<file path="config.mk">
export PLATFORM = sky130hd
export DESIGN_NAME = add_acc_pipe
export DESIGN_NICKNAME = d
export VERILOG_FILES = /design/src/rtl/add_acc_pipe.sv
export SDC_FILE = /design/constraint.sdc
export NUM_CORES = 1
export LEC_CHECK = 0
export CORE_ASPECT_RATIO = 0.75
export CORE_MARGIN = 1
export CORE_UTILIZATION = 64
export CTS_CLUSTER_SIZE = 20
export DETAILED_ROUTE_END_ITERATION = 6
export DONT_BUFFER_PORTS = 1
export PLACE_DENSITY = 0.89
export SYNTH_ARGS = -nofsm -noshare
export SYNTH_HDL_FRONTEND = slang
export SYNTH_SLANG_ARGS = --single-unit
</file>
<file path="constraint.sdc">
create_clock -name clk -period 4.18 [get_ports clk]
set_input_delay 1.254 -clock clk [delete_from_list [all_inputs] [get_ports clk]]
set_output_delay 1.254 -clock clk [all_outputs]
set_load 0.02 [all_outputs]
</file>
<file path="src/rtl/add_acc_pipe.sv">
`timescale 1ns/1ps
// add_acc_pipe: two-stage adder/accumulator with valid/ready on both sides.
// Stage 1 captures operands and mode; stage 2 computes and holds the result.
//
// Handshake: a beat moves across an interface on a rising edge where both
// valid and ready are high. A valid beat is never withdrawn or changed until
// it is taken; ready may depend combinationally on the downstream ready.
module add_acc_pipe #(
  parameter int WIDTH     = 8,
  parameter int ACC_WIDTH = 16,
  parameter int SIGNED    = 0
) (
  input  logic                 clk,
  input  logic                 rst,
  input  logic                 in_valid,
  output logic                 in_ready,
  input  logic [WIDTH-1:0]     in_a,
  input  logic [WIDTH-1:0]     in_b,
  input  logic [1:0]           in_mode,
  input  logic                 acc_clr,
  output logic                 out_valid,
  input  logic                 out_ready,
  output logic [ACC_WIDTH-1:0] out_sum,
  output logic                 out_ovf
);

  // Two guard bits above the accumulator hold any acc + a + b exactly.
  localparam int XW = ACC_WIDTH + 2;

  if (ACC_WIDTH < WIDTH + 1) begin : g_bad_width
    $error("add_acc_pipe: ACC_WIDTH must be at least WIDTH+1");
  end

  logic                 s1_valid_q, s1_valid_d;
  logic [WIDTH-1:0]     s1_a_q, s1_a_d;
  logic [WIDTH-1:0]     s1_b_q, s1_b_d;
  logic [1:0]           s1_mode_q, s1_mode_d;
  logic                 out_valid_q, out_valid_d;
  logic [ACC_WIDTH-1:0] out_sum_q, out_sum_d;
  logic                 out_ovf_q, out_ovf_d;
  logic [ACC_WIDTH-1:0] acc_q, acc_d;

  logic                 accept, adv2;
  logic                 sgn_a, sgn_b;
  logic [XW-1:0]        ext_a, ext_b, ext_acc, add_x, acc_x;
  logic [ACC_WIDTH-1:0] acc_base;
  logic [ACC_WIDTH-1:0] add_wrap, add_sat, add_max, add_min;
  logic [ACC_WIDTH-1:0] acc_wrap, acc_sat, acc_max, acc_min;
  logic                 add_fits, acc_fits;
  logic [ACC_WIDTH-1:0] res_sum;
  logic                 res_ovf;

  // Stage 2 advances when it is empty or its result is being taken.
  assign adv2      = s1_valid_q && (!out_valid_q || out_ready);
  // Held low during reset so nothing is taken while the pipe is cleared.
  assign in_ready  = !rst && (!s1_valid_q || adv2);
  assign accept    = in_valid && in_ready;
  assign out_valid = out_valid_q;
  assign out_sum   = out_sum_q;
  assign out_ovf   = out_ovf_q;

  // Arithmetic on the stage-1 beat: wide exact sums, then wrap or clamp.
  always_comb begin
    sgn_a    = (SIGNED != 0) && s1_a_q[WIDTH-1];
    sgn_b    = (SIGNED != 0) && s1_b_q[WIDTH-1];
    ext_a    = {{(XW-WIDTH){sgn_a}}, s1_a_q};
    ext_b    = {{(XW-WIDTH){sgn_b}}, s1_b_q};
    // A clear on the same edge as an accumulate takes effect first.
    acc_base = acc_clr ? '0 : acc_q;
    ext_acc  = {{2{(SIGNED != 0) && acc_base[ACC_WIDTH-1]}}, acc_base};
    add_x    = ext_a + ext_b;
    acc_x    = ext_acc + add_x;
    add_wrap = {{(ACC_WIDTH-WIDTH){(SIGNED != 0) && add_x[WIDTH-1]}}, add_x[WIDTH-1:0]};
    acc_wrap = acc_x[ACC_WIDTH-1:0];
    if (SIGNED != 0) begin
      // Fits in N signed bits iff every bit from N-1 upward is a sign copy.
      add_fits = (add_x[XW-1:WIDTH-1] == '0) || (add_x[XW-1:WIDTH-1] == '1);
      acc_fits = (acc_x[XW-1:ACC_WIDTH-1] == '0) || (acc_x[XW-1:ACC_WIDTH-1] == '1);
      add_max  = {{(ACC_WIDTH-WIDTH+1){1'b0}}, {(WIDTH-1){1'b1}}};
      add_min  = {{(ACC_WIDTH-WIDTH+1){1'b1}}, {(WIDTH-1){1'b0}}};
      acc_max  = {1'b0, {(ACC_WIDTH-1){1'b1}}};
      acc_min  = {1'b1, {(ACC_WIDTH-1){1'b0}}};
    end else begin
      add_fits = (add_x[XW-1:WIDTH] == '0);
      acc_fits = (acc_x[XW-1:ACC_WIDTH] == '0);
      add_max  = {{(ACC_WIDTH-WIDTH){1'b0}}, {WIDTH{1'b1}}};
      add_min  = '0;
      acc_max  = '1;
      acc_min  = '0;
    end
    // The top guard bit is the sign of the exact sum and picks the rail.
    add_sat = add_fits ? add_wrap : (add_x[XW-1] ? add_min : add_max);
    acc_sat = acc_fits ? acc_wrap : (acc_x[XW-1] ? acc_min : acc_max);
    res_sum = add_wrap;
    res_ovf = !add_fits;
    case (s1_mode_q)
      2'b00: begin res_sum = add_wrap; res_ovf = !add_fits; end
      2'b01: begin res_sum = add_sat;  res_ovf = !add_fits; end
      2'b10: begin res_sum = acc_wrap; res_ovf = !acc_fits; end
      2'b11: begin res_sum = acc_sat;  res_ovf = !acc_fits; end
      default: begin res_sum = add_wrap; res_ovf = !add_fits; end
    endcase
  end

  // Next-state for both pipeline stages and the accumulator.
  always_comb begin
    s1_valid_d  = s1_valid_q;
    s1_a_d      = s1_a_q;
    s1_b_d      = s1_b_q;
    s1_mode_d   = s1_mode_q;
    out_valid_d = out_valid_q;
    out_sum_d   = out_sum_q;
    out_ovf_d   = out_ovf_q;
    acc_d       = acc_q;
    if (accept) begin
      s1_valid_d = 1'b1;
      s1_a_d     = in_a;
      s1_b_d     = in_b;
      s1_mode_d  = in_mode;
    end else if (adv2) begin
      s1_valid_d = 1'b0;
    end
    if (adv2) begin
      out_valid_d = 1'b1;
      out_sum_d   = res_sum;
      out_ovf_d   = res_ovf;
    end else if (out_ready) begin
      out_valid_d = 1'b0;
    end
    if (acc_clr) begin
      acc_d = '0;
    end
    if (adv2 && s1_mode_q[1]) begin
      acc_d = res_sum;
    end
  end

  // State registers; reset empties the pipe and zeroes the accumulator.
  always_ff @(posedge clk or posedge rst) begin
    if (rst) begin
      s1_valid_q  <= 1'b0;
      s1_a_q      <= '0;
      s1_b_q      <= '0;
      s1_mode_q   <= 2'b00;
      out_valid_q <= 1'b0;
      out_sum_q   <= '0;
      out_ovf_q   <= 1'b0;
      acc_q       <= '0;
    end else begin
      s1_valid_q  <= s1_valid_d;
      s1_a_q      <= s1_a_d;
      s1_b_q      <= s1_b_d;
      s1_mode_q   <= s1_mode_d;
      out_valid_q <= out_valid_d;
      out_sum_q   <= out_sum_d;
      out_ovf_q   <= out_ovf_d;
      acc_q       <= acc_d;
    end
  end

endmodule

</file>
==> summary.md, run 1 <==
| Metric | Value |
|---|---|
| Final Max Slew Viols | `0` |
| Post-synth top area share | `~40%` |
| H-tree lvl count | `2` |
| R2r setup slk | `roughly 500 ps` |
| Cell area after synthesis | `0.00333 mm^2` |
| Worst Hold Class | `register to register` |
| Final WL | `7330 um` |
| R2R Path Start | `s1_a_q[1]$_DFFE_PP0P_` |
| CTS Buf Count | `5` |
| Max-cap violations | `0` |
| Hold depth | `1` |
| Core ar. | `0.00495 mm^2` |
| Post-synth top area cell | `dfrtp_1` |
| RSZ-0062 raised after global routing | `no` |
| CP endpoint kind | `register` |
| Worst r2r path cells | `12` |
| WL per Instance | `about 19 um` |
| PwrDens | `between 500 and 600 mW/mm^2` |
| NumNets Final | `around 370` |
| GR Util All Layers | `approximately 29%` |
| Worst Path Required | `4410 ps` |
| Die Span Y | `64.5 um` |
| Slew margin rel. | `a little over a quarter` |
| Initial antenna violation count | `0` |
| Die area | `around 0.0055 mm^2` |
| Worst-margin pin slew | `1090 ps` |
| First-pass GRT wire length | `12,200 um` |
| Setup tns final | `0 ps` |
| Detailed placement HPWL | `roughly 5400 um` |
| CTS clk-pin slew, worst paths | `roughly 100 ps` |
| Worst VDD drop | `around 0.00036 V` |
| Hold EP | `s1_b_q[5]$_DFFE_PP0P_` |
| Max Clock Skew | `just over 9 ps` |
| Min Hold Slack | `519 ps` |
| Hold path start | `s1_b_q[5]$_DFFE_PP0P_` |
| CP dominant cell by count | `ha_1` |
| Gp weighted congestion | `just under 1` |
| Primary FF master, synth | `dfrtp_1` |
| CP Max Fanout | `15` |
| Crit path max-delay family | `compound AO/OA/AOI/OAI gates` |
| # Post-CTS Setup Buffers | `0` |
| Most used cells in the layout excluding fill and tap cells | `dfrtp_1 (53), nand2_1 (24), nor2_1 (22)` |
| Seq/Total Area, Yosys | `between 30% and 40%` |
| Initial DRT Pass Iterations | `5` |
| I/O Buffers | `0` |
| Worst-case clock buffer depth | `2` |
| Slowest stage delay, CP | `about 640 ps` |
| Period Utilization, post-route | `approximately nine tenths` |
| Status | `finished, final reports clean` |
| Ports | `42` |
| Aggregate global routing overflow | `0` |
| Clock root buffer | `clkbuf_8` |
| CTS Hold Buffers Added | `0` |
| EDFF count, synth | `0` |
| Top post-synthesis cells by area | `dfrtp_1 (40%), mux2_2 (6.4%), ha_1 (6.4%), nand2_1 (2.7%), nor2b_1 (2.6%)` |
| Fin util | `just under 70%` |
| Fin. Hold Viols | `0` |
| Ant. Diodes | `0` |
| # fillers | `380` |
| DR iter-0 viols | `250` |
| Chip Width | `85.3 um` |
| Slowest CP cell | `a211oi_4` |
| CTS resizes | `0` |
| Crit path buf inv count | `0` |
| DRC Markers | `0` |
| Avg Vias per Cell | `6.70` |
| Post-synthesis average cell area | `10.1 um^2` |
| Commonest non-fill, non-tap cell in the layout | `dfrtp_1` |
| Syn_nets | `371` |
| WS Path Type | `register to register` |
| Clock latency on the worst-skew pair | `310 ps` |
| Setup violations, final | `0` |
| Crit path arrival time | `a little under 4000 ps` |
| Gate Count Post-Synth | `roughly 330` |
| Number of synthesis warnings | `0` |
| Antenna-violating nets left | `0` |
| Vias in the first global route | `between 2k and 2.5k` |
| Reg2reg end | `acc_q[14]$_DFF_PP0_` |
| Leak | `approximately 1.5 nW` |
| Std-Cell Rows | `22` |
| Tmin final | `~3700 ps` |
| Crit path cell chain | `ha_1, a211oi_1, o21ai_0, a21o_1, and2_1, ha_1, o211ai_1, nand2_1, o211ai_2, a211oi_4, nor2_1, a31oi_1` |
| Post-synth ARST share | `100%` |
| CTS tree | `built` |
| CTS Sinks | `53` |
| Largest net degree at the start of global routing | `54` |
| Share of cells above drive strength 1 | `roughly 15%` |
| Synth unique cells | `66` |
| Startpoint type of the worst setup path | `register` |
| Synthesized flop and latch total | `53` |
| Area grow syn2layout | `2.52%` |
| FMAX | `roughly 270 MHz` |
| Initial Utilization | `between 60 and 70%` |
| Via count | `around 2.6k` |
## per-stage QoR
| stage | power, mW | setup WS (ps) | std cells | area, um^2 |
|---|---|---|---|---|
| floorplan | 1.34 | 644 | 329 | 3330 |
| global placement | 1.46 | 672 | 379 | 3340 |
| detailed placement | 1.49 | 607 | 379 | 3340 |
| CTS | 1.77 | 553 | 387 | 3420 |
| global route | 1.89 | 320 | 387 | 3420 |
| finish | 1.79 | 494 | 387 | 3420 |
## area by class of cell
type                            count  area [um^2]  share of cell area, %
Multi-Input combinational cell    257         1890                   55.4
Timing Repair Buffer                2         15.0                  0.439
Sequential cell                    53         1330                   38.8
Tap cell                           60         75.1                   2.20
Inverter                            7         26.3                  0.769
Clock buffer                        8         80.1                   2.34
## flip-flops by register name (all words and copies together) (netlist names)
name and flops:
acc_q 16, out_ovf 1, out_sum 16, out_valid 1
s1_a_q 8, s1_b_q 8, s1_mode_q 2, s1_valid_q 1
## worst max-delay path by stage
stage	cells after the start	startpoint	end
finish	12	s1_a_q[1]$_DFFE_PP0P_	acc_q[14]$_DFF_PP0_
global route	12	s1_a_q[1]$_DFFE_PP0P_	acc_q[14]$_DFF_PP0_
CTS	12	s1_a_q[1]$_DFFE_PP0P_	acc_q[14]$_DFF_PP0_
detailed placement	9	acc_clr	acc_q[10]$_DFF_PP0_
global placement	12	s1_a_q[0]$_DFFE_PP0P_	acc_q[7]$_DFF_PP0_
floorplan	10	acc_clr	acc_q[10]$_DFF_PP0_
## Yosys cell counts (5+ instances only)
master    count
ha_1         17
xnor2_1       9
o211ai_1      5
nor3_1       12
nand2_1      24
inv_1         7
nand2b_1      6
nor2_1       22
nor2b_1      14
mux2i_1       5
o21ai_0      13
o21ai_1       5
a21oi_1      17
nand3_1       6
mux2_2       19
a211oi_1      7
a21o_1        6
dfrtp_1      53
## where the power goes
group	leakage [nW]	switching, mW	total (mW)	internal (mW)
registers	0.667	0.137	0.744	0.608
logic	0.773	0.443	0.757	0.314
clock network	0.0395	0.168	0.288	0.120
total	1.48	0.748	1.79	1.04
## cells by family after synthesis
logic type / share of synthesized area, %
AO/OA/AOI/OAI: 22.4
buffers and inverters: 3.38
adder cells (fa/ha/maj): 7.58
AND/OR/NAND/NOR: 15.5
multiplexers: 7.92
flip-flops: 39.8
XOR/XNOR: 3.42
## metal layers
layer,track usage (%),share of wire [%],wire length [um],up-vias
met1,42.2,47,3440,1232
met5,0,0,0,-
met3,5.86,8.2,601,20
met2,43.5,43,3150,131
li1,-,-,-,1210
met4,8.54,1.9,137,0
Note: power is estimated with default switching activity, not from simulation.
==> inputs of run 2 (changes only) <==
- CAP_MARGIN: unset -> 10
- CORE_UTILIZATION: 64 -> 60
- PLACE_DENSITY: 0.89 -> 0.85
==> run 2 against run 1 <==
Compared with the run above: sequential share of layout area fell by 0.92 points; sequential cell count unchanged; sequential power hardly changed; largest power group unchanged; final area rose by 2.4%; critical path type unchanged; fmax down 0.58%; cell count grew 4.4%; clock skew barely moved; register-to-register slack lost 20 ps; via count fell by 0.93%.
==> summary.md, run 2 (synthesis results as in run 1) <==
| Metric | Value |
|---|---|
| CTS tree | `built` |
| CTS clk-pin slew, worst paths | `100 ps (about the same)` |
| Ports | `42 (unchanged)` |
| Area grow syn2layout | `4.99%` |
| Most used cells in the layout excluding fill and tap cells | `dfrtp_1 (53), nand2_1 (24), nor2_1 (22)` |
| Final Max Slew Viols | `0 (unchanged)` |
| Tmin final | `3710 ps (+21.5 ps)` |
| Max Clock Skew | `8.99 ps (-0.269 ps)` |
| Worst-case clock buffer depth | `2 (unchanged)` |
| Fin. Hold Viols | `0 (unchanged)` |
| Vias in the first global route | `2,451 (+0.66%)` |
| Gp weighted congestion | `0.939 (-2.6%)` |
| PwrDens | `537 mW/mm^2 (+2.5%)` |
| Clock latency on the worst-skew pair | `320 ps (about the same)` |
| Std-Cell Rows | `23 (+4.5%)` |
| Antenna-violating nets left | `0 (unchanged)` |
| Slowest stage delay, CP | `650 ps (about the same)` |
| GR Util All Layers | `27.6% (-1.2 points)` |
| Period Utilization, post-route | `88.7% (+0.51 points)` |
| First-pass GRT wire length | `12,100 um (-1.0%)` |
| Post-route insts no fill | `404 (+4.4%)` |
| NumNets Final | `370 (+0.54%)` |
| Setup violations, final | `0 (unchanged)` |
| Crit path arrival time | `3960 ps (+50 ps)` |
| Crit path max-delay family | `compound AO/OA/AOI/OAI gates` |
| # fillers | `440 (+16%)` |
| Core ar. | `0.00535 mm^2 (+8.0%)` |
| FMAX | `270 MHz (-0.58%)` |
| Crit path buf inv count | `0 (unchanged)` |
| Worst Hold Class | `register to register` |
| CTS resizes | `0 (unchanged)` |
| I/O Buffers | `0 (unchanged)` |
| Avg Vias per Cell | `6.36 (-5.1%)` |
| Via count | `2,569 (-0.93%)` |
| Initial antenna violation count | `0 (unchanged)` |
| RSZ-0062 raised after global routing | `no` |
| Slew margin rel. | `46.7% (+20 points)` |
| Worst-margin pin slew | `797 ps (-293 ps)` |
| WS Path Type | `register to register` |
| CP dominant cell by count | `ha_1` |
| Setup tns final | `0 ps (unchanged)` |
| CP Max Fanout | `15 (unchanged)` |
| Detailed placement HPWL | `5370 um (-1.2%)` |
| Worst VDD drop | `0.000314 V (-13%)` |
| Clock root buffer | `clkbuf_8` |
| Ant. Diodes | `0 (unchanged)` |
| Leak | `1.51 nW (+2.3%)` |
| Placed cell count | `395 (+4.2%)` |
| Chip Width | `88.1 um (+3.2%)` |
| Initial DRT Pass Iterations | `5 (unchanged)` |
| Largest net degree at the start of global routing | `54 (unchanged)` |
| Die Span Y | `66.6 um (+3.2%)` |
| Aggregate global routing overflow | `0 (unchanged)` |
| Worst Path Required | `4440 ps (+30 ps)` |
| Initial Utilization | `62.3% (-5.0 points)` |
| Max-cap violations | `0 (unchanged)` |
| H-tree lvl count | `2 (unchanged)` |
| CP endpoint kind | `register` |
| Final WL | `7460 um (+1.8%)` |
| Crit path cell chain | `ha_1, a211oi_1, o21ai_0, a21o_1, and2_1, ha_1, o211ai_1, nand2_1, o211ai_2, a211oi_4, o32ai_1, o21ai_1` |
| DRC Markers | `0 (unchanged)` |
| Status | `finished, final reports clean` |
| CTS Sinks | `53 (unchanged)` |
| Die area | `0.00586 mm^2 (+6.5%)` |
| Startpoint type of the worst setup path | `register` |
| Commonest non-fill, non-tap cell in the layout | `dfrtp_1` |
| Share of cells above drive strength 1 | `15.8% (+1.1 points)` |
| WL per Instance | `18.5 um (-2.4%)` |
| Slowest CP cell | `a211oi_4` |
| CTS Hold Buffers Added | `0 (unchanged)` |
| # Post-CTS Setup Buffers | `0 (unchanged)` |
| CTS Buf Count | `5 (unchanged)` |
| DR iter-0 viols | `173 (-31%)` |
[run 2: changes by cell type in the layout (fill, tap and decap cells not counted), sizes merged]
| cell | change |
|---|---|
| clkbuf | -1 |
| buf | +2 |
| bufinv | +1 |
[run 2: final timing paths]
path / cells after the start / startpoint / to / slack (ps)
worst max-delay path: 12 / s1_a_q[1]$_DFFE_PP0P_ / out_sum[1]$_DFFE_PP0P_ / 470
worst min-delay path: 1 / s1_a_q[5]$_DFFE_PP0P_ / s1_a_q[5]$_DFFE_PP0P_ / 520
worst max register to register: 12 / s1_a_q[1]$_DFFE_PP0P_ / out_sum[1]$_DFFE_PP0P_ / 470
worst min register to register: 1 / s1_a_q[5]$_DFFE_PP0P_ / s1_a_q[5]$_DFFE_PP0P_ / 520
max in group asynchronous: 2 / rst / out_ovf$_DFFE_PP0P_ / 2780
min in group asynchronous: 1 / rst / acc_q[5]$_DFF_PP0_ / 860
[run 2: layer usage]
layer / track usage, % / share of wire, % / vias to the layer above / wire length, um
met4: 8.47 / 1.2 / 0 / 91
met3: 5.33 / 6.9 / 9 / 512
met5: 0 / 0 / - / 0
met2: 42.2 / 44 / 101 / 3290
li1: - / - / 1217 / -
met1: 39.6 / 48 / 1242 / 3570
[run 2: layout make-up]
| cell class | instances | area (um^2) | share of cell area (%) |
|---|---|---|---|
| clock inverter | 1 | 30.0 | 0.858 |
| clock buffer | 7 | 86.3 | 2.47 |
| inverter | 7 | 26.3 | 0.751 |
| tap | 75 | 93.8 | 2.68 |
| sequential | 53 | 1330 | 37.9 |
| multi-input combinational | 257 | 1890 | 54.1 |
| timing repair buffer | 4 | 42.5 | 1.22 |
[run 2: power by group]
group	leakage [nW]	switching (mW)	internal, mW	total (mW)
Combinational	0.788	0.443	0.316	0.758
Sequential	0.667	0.140	0.608	0.747
Clock	0.0585	0.177	0.196	0.373
Total	1.51	0.760	1.12	1.88
[run 2: worst reg2reg max path: stages (launching register included)]
cell and delay [ps]:
dfrtp_1 440, ha_1 330, a211oi_1 390, o21ai_0 210, a21o_1 230, and2_1 180
ha_1 370, o211ai_1 110, nand2_1 140, o211ai_2 160, a211oi_4 650, o32ai_1 280
o21ai_1 170
[run 2: per-stage QoR]
stage	hold WS [ps]	instance area [um^2]	setup slack [ps]	utilization (%)	total power, mW
after detailed placement	501	3360	556	62.8	1.49
after floorplan	484	3330	644	-	1.34
final	525	3500	473	65.4	1.88
after global routing	539	3500	287	65.4	1.99
after CTS	523	3480	547	65.0	1.87
after global placement	495	3360	726	62.8	1.47
==> inputs of run 3 (changes only) <==
- TNS_END_PERCENT: unset -> 50
==> results of run 3 <==
No change in the layout: final DEF, timing and power equal those of run 2.
